[src/rtl/instruction_fetch_if.sv]
// Fetch-stage bus: branch/stall control in, program memory port, IF/ID outputs.
interface instruction_fetch_if #(
    parameter int ADDR_WIDTH = 14
);
    logic                  stall;
    logic                  branch_taken;
    logic [ADDR_WIDTH-1:0] branch_target;
    logic [ADDR_WIDTH-1:0] pmem_addr;
    logic [31:0]           pmem_rdata;
    logic [31:0]           instruction_out;
    logic [ADDR_WIDTH-1:0] return_addr_out;
    logic                  take_branch_addr_out;
    logic                  fetch_valid;

    // Fetch stage drives the memory address and the IF/ID register inputs.
    modport master (
        input  stall, branch_taken, branch_target, pmem_rdata,
        output pmem_addr, instruction_out, return_addr_out,
               take_branch_addr_out, fetch_valid
    );

    // Surrounding pipeline / memory side.
    modport slave (
        output stall, branch_taken, branch_target, pmem_rdata,
        input  pmem_addr, instruction_out, return_addr_out,
               take_branch_addr_out, fetch_valid
    );
endinterface

[src/rtl/instruction_fetch.sv]
// Instruction fetch stage: program counter, synchronous program memory
// addressing, stall by re-read and branch by squash-and-redirect.
module instruction_fetch #(
    parameter int                    ADDR_WIDTH   = 14,
    parameter logic [ADDR_WIDTH-1:0] RESET_VECTOR = '0,
    parameter logic [31:0]           NOP_WORD     = 32'h0000_0000
) (
    input  logic                clock,
    input  logic                nreset,
    instruction_fetch_if.master fif
);
    typedef logic [ADDR_WIDTH-1:0] addr_t;

    // Address increment wraps modulo 2^ADDR_WIDTH.
    function automatic addr_t addr_inc(input addr_t a);
        return a + addr_t'(1);
    endfunction

    addr_t pc_p0;             // next sequential issue address
    addr_t inflight_addr_p1;  // address issued last cycle (word now on pmem_rdata)
    logic  vld_p1;            // a real word is in flight (RUN) vs FILL
    logic  from_branch_p1;    // in-flight word was the first fetched from a target
    logic  hold;
    logic  present_vld;

    // ---- Stage 0: issue address to program memory ----
    // Redirect beats re-read, re-read beats sequential advance.
    always_comb begin
        hold = fif.stall & vld_p1;
        if (fif.branch_taken) begin
            fif.pmem_addr = fif.branch_target;
        end else if (hold) begin
            fif.pmem_addr = inflight_addr_p1;
        end else begin
            fif.pmem_addr = pc_p0;
        end
    end

    // Advance, hold or redirect the fetch registers each cycle.
    always_ff @(posedge clock) begin
        if (!nreset) begin
            pc_p0            <= RESET_VECTOR;
            inflight_addr_p1 <= '0;
            vld_p1           <= 1'b0;
            from_branch_p1   <= 1'b0;
        end else if (fif.branch_taken) begin
            pc_p0            <= addr_inc(fif.branch_target);
            inflight_addr_p1 <= fif.branch_target;
            vld_p1           <= 1'b1;
            from_branch_p1   <= 1'b1;
        end else if (!hold) begin
            pc_p0            <= addr_inc(pc_p0);
            inflight_addr_p1 <= pc_p0;
            vld_p1           <= 1'b1;
            from_branch_p1   <= 1'b0;
        end
    end

    // ---- Stage 1: present returned word to IF/ID ----
    // A redirect squashes the wrong-path word in the same cycle.
    always_comb begin
        present_vld              = vld_p1 & ~fif.branch_taken;
        fif.fetch_valid          = present_vld;
        fif.instruction_out      = present_vld ? fif.pmem_rdata : NOP_WORD;
        fif.return_addr_out      = present_vld ? addr_inc(inflight_addr_p1) : '0;
        fif.take_branch_addr_out = present_vld & from_branch_p1;
    end
endmodule
[src/flat_wrapper.sv]
// flat-port wrapper written by rule: the top's interface ports become plain ports
module instruction_fetch_flat 
#(
    parameter int                    ADDR_WIDTH   = 14,
    parameter logic [ADDR_WIDTH-1:0] RESET_VECTOR = '0,
    parameter logic [31:0]           NOP_WORD     = 32'h0000_0000
)
  (clock, nreset, fif_stall, fif_branch_taken, fif_branch_target, fif_pmem_rdata, fif_pmem_addr, fif_instruction_out, fif_return_addr_out, fif_take_branch_addr_out, fif_fetch_valid);
  instruction_fetch_if #(.ADDR_WIDTH(ADDR_WIDTH)) fif_i ();
  input  logic clock;
  input  logic nreset;
  input wire logic [$bits(fif_i.stall)-1:0] fif_stall;
  input wire logic [$bits(fif_i.branch_taken)-1:0] fif_branch_taken;
  input wire logic [$bits(fif_i.branch_target)-1:0] fif_branch_target;
  input wire logic [$bits(fif_i.pmem_rdata)-1:0] fif_pmem_rdata;
  output wire logic [$bits(fif_i.pmem_addr)-1:0] fif_pmem_addr;
  output wire logic [$bits(fif_i.instruction_out)-1:0] fif_instruction_out;
  output wire logic [$bits(fif_i.return_addr_out)-1:0] fif_return_addr_out;
  output wire logic [$bits(fif_i.take_branch_addr_out)-1:0] fif_take_branch_addr_out;
  output wire logic [$bits(fif_i.fetch_valid)-1:0] fif_fetch_valid;
  assign fif_i.stall = fif_stall;
  assign fif_i.branch_taken = fif_branch_taken;
  assign fif_i.branch_target = fif_branch_target;
  assign fif_i.pmem_rdata = fif_pmem_rdata;
  assign fif_pmem_addr = fif_i.pmem_addr;
  assign fif_instruction_out = fif_i.instruction_out;
  assign fif_return_addr_out = fif_i.return_addr_out;
  assign fif_take_branch_addr_out = fif_i.take_branch_addr_out;
  assign fif_fetch_valid = fif_i.fetch_valid;
  instruction_fetch #(.ADDR_WIDTH(ADDR_WIDTH), .RESET_VECTOR(RESET_VECTOR), .NOP_WORD(NOP_WORD)) u_core (.clock(clock), .nreset(nreset), .fif(fif_i));
endmodule
[config.mk]
export PLATFORM = sky130hd
export DESIGN_NAME = instruction_fetch_flat
export DESIGN_NICKNAME = d
export VERILOG_FILES = /design/src/rtl/instruction_fetch_if.sv /design/src/rtl/instruction_fetch.sv /design/src/flat_wrapper.sv
export SDC_FILE = /design/constraint.sdc
export NUM_CORES = 1
export LEC_CHECK = 0
export ABC_CLOCK_PERIOD_IN_PS = 3600
export BUFFER_PORTS_ARGS = -buffer_cell sky130_fd_sc_hd__buf_2
export CAP_MARGIN = 20
export CORE_MARGIN = 2
export CORE_UTILIZATION = 47
export CTS_CLUSTER_SIZE = 8
export DETAILED_ROUTE_END_ITERATION = 8
export GPL_ROUTABILITY_DRIVEN = 1
export PLACE_DENSITY = 0.82
export REMOVE_ABC_BUFFERS = 1
export SYNTH_ARGS = -nofsm -noshare
export SYNTH_HDL_FRONTEND = slang
export SYNTH_SLANG_ARGS = --single-unit
[constraint.sdc]
create_clock -name clock -period 3.6 [get_ports clock]
set_input_delay 0.54 -clock clock [delete_from_list [all_inputs] [get_ports clock]]
set_output_delay 0.54 -clock clock [all_outputs]
set_load 0.02 [all_outputs]
======== After elaboration in Yosys (flattened, before gate mapping) ========
Index checks and enable logic that the tools add are counted.
storage, ports and cells
  bits of input ports ..................... 50
  bits in registers ....................... 30
  output and inout port bits .............. 62
  logic and storage cells ................. 22
operators by class
  $add $sub $neg .......................... 3
  equal/unequal tests ..................... 1
  mux-type cells .......................... 10
  bitwise gates (word level) .............. 4
operators by type and width
  cell                     number
  $mux W14                 5
  $add A14 B1 Y14 const B  3
  $mux W32                 1
  $mux W1                  4
  $and A1 B1 Y1            3
  $ne A2 B2 Y1 const B     1
  $not A1 Y1               1

======== Depth between registers and ports, before layout ========
Gate-level depths: netlist of the first run.
  word-level depth ........................ 3
  depth in mapped cells ................... 12
  mapped depth without buffers ............ 8

======== Least setup slack after synthesis of the first run ========
No wires, ideal clock.
  path kind ............................... input to register
  from .................................... input port fif_branch_taken
  to ...................................... register u_core.pc_p0[12]
  cell stages on the path ................. 12
  required time ........................... 3.480 ns
  arrival time ............................ 2.737 ns
  setup time .............................. 0.120 ns
  path slack .............................. 0.743 ns
  path through ............................ buf_6 -> buf_2 -> buf_2 -> buf_1 -> nand2_1 -> o21ai_0 -> ha_1 -> nand4b_1 -> nand2_1 -> and2_1 -> a21oi_1 -> o31a_1
between the ends
  word-level cells in the longest chain between the ends .. 1
  elaborated cells between the ends (all ways) .. 2
  those cells by class .................... eq/ne (1); mux (1)
RTL lines
  what                                                              RTL line                 text
  start: declaration                                                flat_wrapper.sv:13       input wire logic [$bits(fif_i.branch_taken)-1:0] fif_branch_taken;
  $ne A2 B2 Y1 (no source line) / $mux W14 (equally long branches)  --
  end signal: assignment                                            instruction_fetch.sv:47  pc_p0 <= addr_inc(fif.branch_target);
  end signal: assignment                                            instruction_fetch.sv:52  pc_p0 <= addr_inc(pc_p0);
  end: declaration                                                  instruction_fetch.sv:19  addr_t pc_p0;
Several ways; a longest one is shown, not always the timed one.
A chain may end at the register's enable or synchronous reset.

======== Worst setup path in the final report of the first run ========
  from .................................... input port fif_branch_taken
  to ...................................... output port fif_return_addr_out[1]
between the ends
  word-level cells in the longest chain between the ends .. 3
RTL lines
  what              RTL line                 text
  $not A1 Y1        instruction_fetch.sv:62  present_vld = vld_p1 & ~fif.branch_taken;
  $and A1 B1 Y1     instruction_fetch.sv:62
  $mux W14          instruction_fetch.sv:65  fif.return_addr_out = present_vld ? addr_inc(inflight_addr_p1) : '0;
  end: declaration  flat_wrapper.sv:18       output wire logic [$bits(fif_i.return_addr_out)-1:0] fif_return_addr_out;
Every way passes these cells.

==> results list, run 1 <==
- Number of enable-type register cells in the synthesized netlist: 0
- The core region is 0.004786 mm2.
- STA classifies the critical path endpoint as a primary output.
- Psw: between 0.0002 and 0.0003 W
- Relative max-transition margin: 0.4062
- Area enclosed by the die boundary: between 0.005 and 0.006 mm2
- In the global route stage, overall resource usage came out at 0.2561.
- Result of the run: finished clean
- Starting DRC count in detailed routing: 128
- Clock-pin slew was measured on the worst setup and hold paths at ~0.06 ns.
- The sequential cells in the finished layout cover a total of between 600 and 700 um2.
- The worst hold path was traced through 2 stages.
* Worst clock skew on the final layout: ~0.0037 ns
- Setup Fix Bufs, Post-CTS: 0
* Critical path required time: between 3 and 4 ns
- Final hold vios: 0
* Maximum VDD drop: 153.5 uV
- Counting the buffers created by CTS gives 5.
- No sink is reached through more buffers than the 2 on the longest clock path.
- Final Cycle Share: 0.7960
* Wire length of the first global-routing pass: roughly 11 mm
- In the final layout, the multi-input gates occupy between 0.0015 and 0.002 mm2.
* Final worst slack: between 0.7 and 0.8 ns
- The number of placed instances, taps included, is slightly below 500.
- Number of antenna-violating nets in the routed design: 0
- Vias per std cell: between 5 and 6
- Tmin final: around 2.9 ns
- Pins over their slew limit: 0
- Starting utilization of the core area: 0.4962
* Combinational fraction of design power: 0.275
* Tightest hold margin: 0.5021 ns
* P per Cell Area: 292.8 mW/mm2
* Sequential Power Share: 0.437
* Worst Path Class, Setup: input pin to primary output
* Switching share of power: 0.3391
- In this run the critical register-to-register path is launched from u_core.pc_p0[0].
- Setup slack, reg-to-reg: roughly 1.3 ns
* Count of fill cells added during filler insertion: approximately 450
* Cts repair resizes: 0
* Via count of the first global-routing pass: around 2.4k
- The congestion estimate from routability-driven global placement came to 0.8403.
- Max FO, Critical Path: 36
- Non-filler cells, final: between 400 and 500
- The routed design has ~7.3 mm of wire.
* Clk root buf: sky130_fd_sc_hd__clkbuf_8
* Number of cells produced by synthesis: between 300 and 400
* # H-tree levels: 2
- Relative to the synthesized area, the layout overhead comes to 27.19%.
- Synth Register Bits: 30
* CP endpoint: fif_return_addr_out[1]
* Yosys Warn Count: 0
- In the final layout, the share of cells above drive strength 1 is 0.2931.
- In this run the critical register-to-register path is captured at u_core.pc_p0[12].
* DR WL/cell: 14.83 um
* Worst Path Arrival: around 2.3 ns
- For this run, asynchronously set or reset flops after synthesis account for 0.
* Detailed placer's ending HPWL: ~5.5 mm
- For this run, the post-layout net count is ~480.
- Setup total negative slack on the finished layout was measured at 0 ns.
- Setup repair after global routing left no endpoint under its margin.
- Power share of the clock group: 0.288
- DRC Markers: 0
* Cell variety after synth: 48
- Area contributors post-synth: sky130_fd_sc_hd__dfxtp_1 25%, sky130_fd_sc_hd__and2_1 13%, sky130_fd_sc_hd__mux2i_1 6.3%
- Number of search-and-repair iterations in the first detailed-routing pass: 5
* IO buf count: between 100 and 150
- Quantity of hold-fixing buffers added after cts: 0
- Number of antenna violations at the first check in global routing: 1
- Number of sinks on the clock net: 30
* Primary FF master, synth: sky130_fd_sc_hd__dfxtp_1
- The internal portion of the total power is a little under 0.0006 W.
- Summed over all instances, the cell type with the most area after synthesis is sky130_fd_sc_hd__dfxtp_1.
* Worst-case setup slack after placement: ~0.71 ns
* Worst min-delay path class: register to register
- Portion of the post-synthesis area used by sequential elements: 0.2529
* # rows: 25
- Dividing the synthesized area by the synthesized cell count gives about 7.4 um2.
- Static leakage: approximately 1.4 nW
* Actual transition at the worst max-transition pin: about 0.89 ns
* Depth of the worst register-to-register path: 8
* Critical path startpoint: fif_branch_taken
* Number of endpoints failing setup at the final stage: 0
- Launching element type of the critical path: input pin
* Synth top area share: 0.2529
* Max-cap violation count: 0
- Largest net degree at the start of global routing: 37
- Measured along the y axis, the die boundary spans 75.08 um.
* Number of vias after detailed routing: between 2k and 3k
- Clock insertion delay at the later pin of the skew report: between 0.2 and 0.3 ns
* CTS tree: done
- Syn Std Cell Area: 0.002375 mm2
- The die is 75.08 um wide.
- The total overflow left after global routing is 0.
- Maximum achievable frequency: 0.3490 GHz
- Top-level port count: ~110
worst min-delay path by stage:
stage | start | end | slack (ns)
floorplan | u_core.from_branch_p1 | u_core.from_branch_p1 | 0.46
finish | u_core.from_branch_p1 | u_core.from_branch_p1 | 0.50
detailed placement | u_core.from_branch_p1 | u_core.from_branch_p1 | 0.50
CTS | u_core.from_branch_p1 | u_core.from_branch_p1 | 0.50
global route | u_core.from_branch_p1 | u_core.from_branch_p1 | 0.52
global placement | u_core.from_branch_p1 | u_core.from_branch_p1 | 0.49
layout by cell type, fill, tap and decap left out, types with 3 or more instances in the layout:
cell                       netlist  final
sky130_fd_sc_hd__buf_2           6    111
sky130_fd_sc_hd__and2_1         50     50
sky130_fd_sc_hd__nand2_1        31     31
sky130_fd_sc_hd__dfxtp_1        30     30
sky130_fd_sc_hd__o21ai_0        23     23
sky130_fd_sc_hd__nand3_1        19     19
sky130_fd_sc_hd__nor2_1         16     16
sky130_fd_sc_hd__a21oi_1        16     16
sky130_fd_sc_hd__mux2i_1        15     15
sky130_fd_sc_hd__nand4_1        10     10
sky130_fd_sc_hd__inv_1           8      8
sky130_fd_sc_hd__xnor2_1         8      8
sky130_fd_sc_hd__nor3_1          7      7
sky130_fd_sc_hd__xor2_1          7      7
sky130_fd_sc_hd__a22oi_1         6      6
sky130_fd_sc_hd__nand4b_1        5      5
sky130_fd_sc_hd__a31oi_1         5      5
sky130_fd_sc_hd__a21o_1          5      5
sky130_fd_sc_hd__clkbuf_8        0      5
sky130_fd_sc_hd__nand2b_1        4      4
sky130_fd_sc_hd__nand3b_1        4      4
sky130_fd_sc_hd__or3_1           3      3
sequential cells by signal, indices dropped and copies added (netlist names):
signal                   count
u_core.pc_p0                14
u_core.from_branch_p1        1
u_core.vld_p1                1
u_core.inflight_addr_p1     14
synth_stat cells, types with 3 or more instances:
cell and instances:
sky130_fd_sc_hd__clkbuf_1 12, sky130_fd_sc_hd__a21o_1 5, sky130_fd_sc_hd__mux2i_1 15, sky130_fd_sc_hd__xnor2_1 8
sky130_fd_sc_hd__nor3_1 7, sky130_fd_sc_hd__buf_2 6, sky130_fd_sc_hd__nor2_1 16, sky130_fd_sc_hd__nand3b_1 4
sky130_fd_sc_hd__nand4_1 10, sky130_fd_sc_hd__o21ai_0 23, sky130_fd_sc_hd__nand4b_1 5, sky130_fd_sc_hd__or3_1 3
sky130_fd_sc_hd__nand2_1 31, sky130_fd_sc_hd__xor2_1 7, sky130_fd_sc_hd__nand3_1 19, sky130_fd_sc_hd__dfxtp_1 30
sky130_fd_sc_hd__inv_1 8, sky130_fd_sc_hd__nand2b_1 4, sky130_fd_sc_hd__and2_1 50, sky130_fd_sc_hd__a31oi_1 5
sky130_fd_sc_hd__a21oi_1 16, sky130_fd_sc_hd__a22oi_1 6
layer usage:
metal | share of wire | track usage | routed length [um]
met1 | 0.38 | 0.2885 | 2801
met2 | 0.51 | 0.4834 | 3708
met3 | 0.083 | 0.03614 | 607
met4 | 0.023 | 0.09524 | 166
met5 | 0 | 0 | 0
worst max-delay path, cell delays in order:
cell and delay, ns:
sky130_fd_sc_hd__buf_2 0.40, sky130_fd_sc_hd__inv_1 0.11, sky130_fd_sc_hd__nand2_1 0.35, sky130_fd_sc_hd__inv_1 0.45
sky130_fd_sc_hd__and2_1 0.31, sky130_fd_sc_hd__buf_2 0.15
power by group through the flow:
| stage | clock network [W] | logic, W | registers, W |
|---|---|---|---|
| after floorplan | 0 | 0.000148 | 0.000382 |
| after global placement | 0 | 0.000238 | 0.000391 |
| after detailed placement | 0 | 0.000243 | 0.000392 |
| after CTS | 0.000261 | 0.000243 | 0.000385 |
| after global routing | 0.000273 | 0.000269 | 0.000389 |
| final | 0.000255 | 0.000243 | 0.000386 |
final cells by class:
type | count | share of cell area
inverter | 9 | 0.01118
antenna | 1 | 0.0008285
clock buffer | 5 | 0.02278
multi-input combinational | 264 | 0.5464
sequential | 30 | 0.1988
tap | 67 | 0.02775
clock inverter | 2 | 0.003314
timing repair buffer | 113 | 0.1889
metrics by stage:
| step | utilization | area [um2] | power [W] |
|---|---|---|---|
| 3_3_place_gp | 0.6141 | 2939 | 0.0006283 |
| 2_1_floorplan | - | 2285 | 0.0005301 |
| 3_5_place_dp | 0.6141 | 2939 | 0.0006344 |
| 6_report | 0.6311 | 3020 | 0.0008842 |
| 4_1_cts | 0.6306 | 3018 | 0.0008890 |
| 5_1_grt | 0.6311 | 3020 | 0.0009306 |
cell families (layout without fill, tap and decap cells):
| logic type | Yosys count | after routing | synth area share |
|---|---|---|---|
| DFF | 30 | 30 | 0.2529 |
| and+or+nand+nor | 156 | 156 | 0.3614 |
| AOI/OAI and AO/OA | 76 | 76 | 0.2044 |
| buffers and inverters | 29 | 129 | 0.05216 |
| xor gates and xnor gates | 15 | 15 | 0.05532 |
| adders and majority gates | 2 | 2 | 0.01054 |
| other | 0 | 1 | 0 |
| muxes | 15 | 15 | 0.06322 |
Power figures use the tool's default switching activity.
==> inputs of run 2 (changes only) <==
Settings changed: ABC_CLOCK_PERIOD_IN_PS 3600 to 2800.
Clock period 3.6 ns to 2.8 ns, I/O delays scaled along.
==> run 2 against run 1 <==
Sequential power is 28% higher; power rose by 28%; clock-buffer cell count stayed put; global-route usage up 0.21 points; largest power group unchanged; largest cell class unchanged.
==> results list, run 2 (synthesis gave the netlist of run 1 again) <==
- The worst hold path belongs to the class input pin to register.
* Regs by FF count: u_core.inflight_addr_p1 (14), u_core.pc_p0 (14)
- Tmin final: between 2 and 2.5 ns
- The deepest clock path buffer count was 2 (unchanged).
- The detailed-route vias per instance is 5.537 (-0.67%).
- STA classifies the critical path endpoint as a primary output.
* Result of the run: finished clean
- The die extent in x was 75.08 um (unchanged).
* Launching element type of the critical path: register
- Combined global-route utilization of all metal layers: 0.2582 (+0.002143)
- The DRC violations left was 0 (unchanged).
- Core region area: 0.004786 mm2 (unchanged)
- Reg2Reg Capture Point: u_core.pc_p0[12]
* Starting utilization of the core area: 0.4962 (unchanged)
* Fraction of met3 tracks used by global routing: 0.04953 (+0.01339)
- Number of instances on the worst hold path: 3 (+1)
- The number of hold-repair buffers added at the cts stage was 0 (unchanged).
- Maximum achievable frequency: 0.4160 GHz
- The final net count came to 482 (+1.5%).
- # H-tree levels: 2 (unchanged)
- Worst Path Arrival: 1.98 ns (-0.35 ns)
- Largest net degree at the start of global routing: 37 (unchanged)
* Number of gates on the worst path with buffers counted: 5 (-1)
* Number of antenna-violating nets in the routed design: 0 (unchanged)
* Clk root buf: sky130_fd_sc_hd__clkbuf_8
* Critical path required time: 2.38 ns (-0.68 ns)
* Top-level port count: 112 (unchanged)
- The count of maximum capacitance violations came to 0 (unchanged).
- Via count of the first global-routing pass: 2,413 (-1.4%)
- The row count came to 25 (unchanged).
* Final estimated routing congestion in global placement: 0.8815 (+4.9%)
* Number of endpoints failing setup at the final stage: 0 (unchanged)
* Clock insertion delay at the later pin of the skew report: 0.28 ns (about the same)
- The reported leakage power came to 1.465 nW (+2.4%).
- TritonCTS built the clock tree.
- Placed insts: 490 (+1.4%)
- Largest delay share family, worst path: simple AND/OR/NAND/NOR gates
* CP max stage delay: 0.45 ns (about the same)
- Met1 track demand over resource: 0.2989 (+0.01035)
- Max FO, Critical Path: 6 (-83%)
- Leaving out fill and tap cells, the most frequent cell in the layout is sky130_fd_sc_hd__buf_2.
- Worst Path Class, Setup: register to primary output
- The final-layout setup total negative slack was 0 ns (unchanged).
- The number of antenna violations at the first check in global routing is 0 (-1).
- In the layout the commonest cells are 111 x sky130_fd_sc_hd__buf_2, 50 x sky130_fd_sc_hd__and2_1, 31 x sky130_fd_sc_hd__nand2_1.
- IO buf count: 111 (unchanged)
- The half-perimeter wire length after detailed placement was 5.746 mm (+4.2%).
- Unrepaired setup endpoints after global routing: false
- Critical path startpoint: u_core.inflight_addr_p1[2]
- The setup clock skew after layout came to 0.006551 ns (+0.002825 ns).
- Starting DRC count in detailed routing: 115 (-10%)
- Final worst slack: 0.3962 ns (-0.3381 ns)
- The final count of pins violating max slew is 0 (unchanged).
- Cts repair resizes: 0 (unchanged)
- The die outline height is 75.08 um (unchanged).
* GR peak layer: met2
- DR WL/cell: 14.76 um (-0.49%)
* Maximum VDD drop: 289.1 uV (+88%)
- The die area was 0.005637 mm2 (unchanged).
* Cell at the slowest stage of the critical path: sky130_fd_sc_hd__dfxtp_1
- Number of vias after detailed routing: 2,752 (+0.55%)
- The clock slew seen by the registers of the worst setup and hold paths came to 0.06 ns (about the same).
- The met2 demand-to-capacity share in global routing is 0.4630 (-0.02047).
* Final Cycle Share: 0.8585
- The share of cells above drive strength 1 was 0.3047 (+0.01151).
* Wire length of the first global-routing pass: 10.97 mm (-0.37%)
- Depth of the worst register-to-register path: 8 (unchanged)
- Worst-case setup slack after placement: 0.4418 ns (-0.2725 ns)
- The post-route non-filler standard cell count was 497 (+1.2%).
- The antenna diode count is 0 (-1).
- The number of buffers and inverters on the critical path came to 1 (-3).
- Number of search-and-repair iterations in the first detailed-routing pass: 4 (-1)
- The buffer count from post-CTS setup fixing came to 0 (unchanged).
* Grt ovf: 0 (unchanged)
- Final hold vios: 0 (unchanged)
* P per Cell Area: 369.8 mW/mm2 (+26%)
- The relative slew slack was 0.5160 (+0.1099).
- Traced cell by cell, the critical path runs through and3_1 -> nand4_1 -> or3_1 -> a21oi_1 -> buf_2.
* Total power after layout: 0.001135 W (+28%)
- The clock net sink count was 30 (unchanged).
* Final wirelength: 7.336 mm (+0.73%)
* Actual transition at the worst max-transition pin: 0.7251 ns (-0.1634 ns)
- The post-layout utilization of the core came to 0.6416 (+0.01046).
- Crit Reg-Reg Startpoint: u_core.pc_p0[0]
- The worst setup slack for register-to-register paths is 0.61 ns (-0.69 ns).
- The critical path ends at fif_return_addr_out[13].
- The area growth from synthesis to layout is 29.29%.
- The total clock buffers created by CTS was 5 (unchanged).
[run 2: changes by cell type in the layout (fill, tap and decap cells not counted), sizes merged]
cell   before  now
buf       113  120
diode       1    0
[run 2: worst register-to-register path: stages, from the launching register on]
cell and delay [ns]:
sky130_fd_sc_hd__dfxtp_1 0.39, sky130_fd_sc_hd__inv_1 0.05, sky130_fd_sc_hd__o21ai_0 0.23, sky130_fd_sc_hd__ha_1 0.28, sky130_fd_sc_hd__nand4_1 0.21, sky130_fd_sc_hd__nand2_1 0.30
sky130_fd_sc_hd__and2_1 0.25, sky130_fd_sc_hd__a21oi_1 0.08, sky130_fd_sc_hd__o31a_1 0.30
[run 2: worst min-delay path by stage]
stage               slack (ns)                   from               endpoint
floorplan                 0.45                 nreset          u_core.vld_p1
CTS                       0.46              fif_stall  u_core.from_branch_p1
global placement          0.48  u_core.from_branch_p1  u_core.from_branch_p1
detailed placement        0.51  u_core.from_branch_p1  u_core.from_branch_p1
global route              0.46              fif_stall  u_core.from_branch_p1
finish                    0.47              fif_stall  u_core.from_branch_p1
[run 2: layout make-up]
class | count | area (um2)
multi-input combinational | 264 | 1650
tap | 67 | 83.83
sequential | 30 | 600.6
clock buffer | 5 | 68.82
timing repair buffer | 120 | 623.1
inverter | 9 | 33.78
fill | 439 | 1715
clock inverter | 2 | 10.01
[run 2: per-stage QoR]
stage / hold WS (ns) / cell area [um2]
floorplan: 0.4477 / 2285
global placement: 0.4845 / 2992
detailed placement: 0.5113 / 2992
CTS: 0.4607 / 3070
global route: 0.4608 / 3070
finish: 0.4658 / 3070
[run 2: power breakdown]
part,switching [W],internal (W)
clock network,0.000155,0.000166
logic,0.000187,0.000131
registers,0.0000394,0.000457
[run 2: layer usage]
metal  wire length, um  vias up
li1                  -     1373
met1              2729     1239
met5                 0        -
met4               137        0
met3               620       12
met2              3848      128
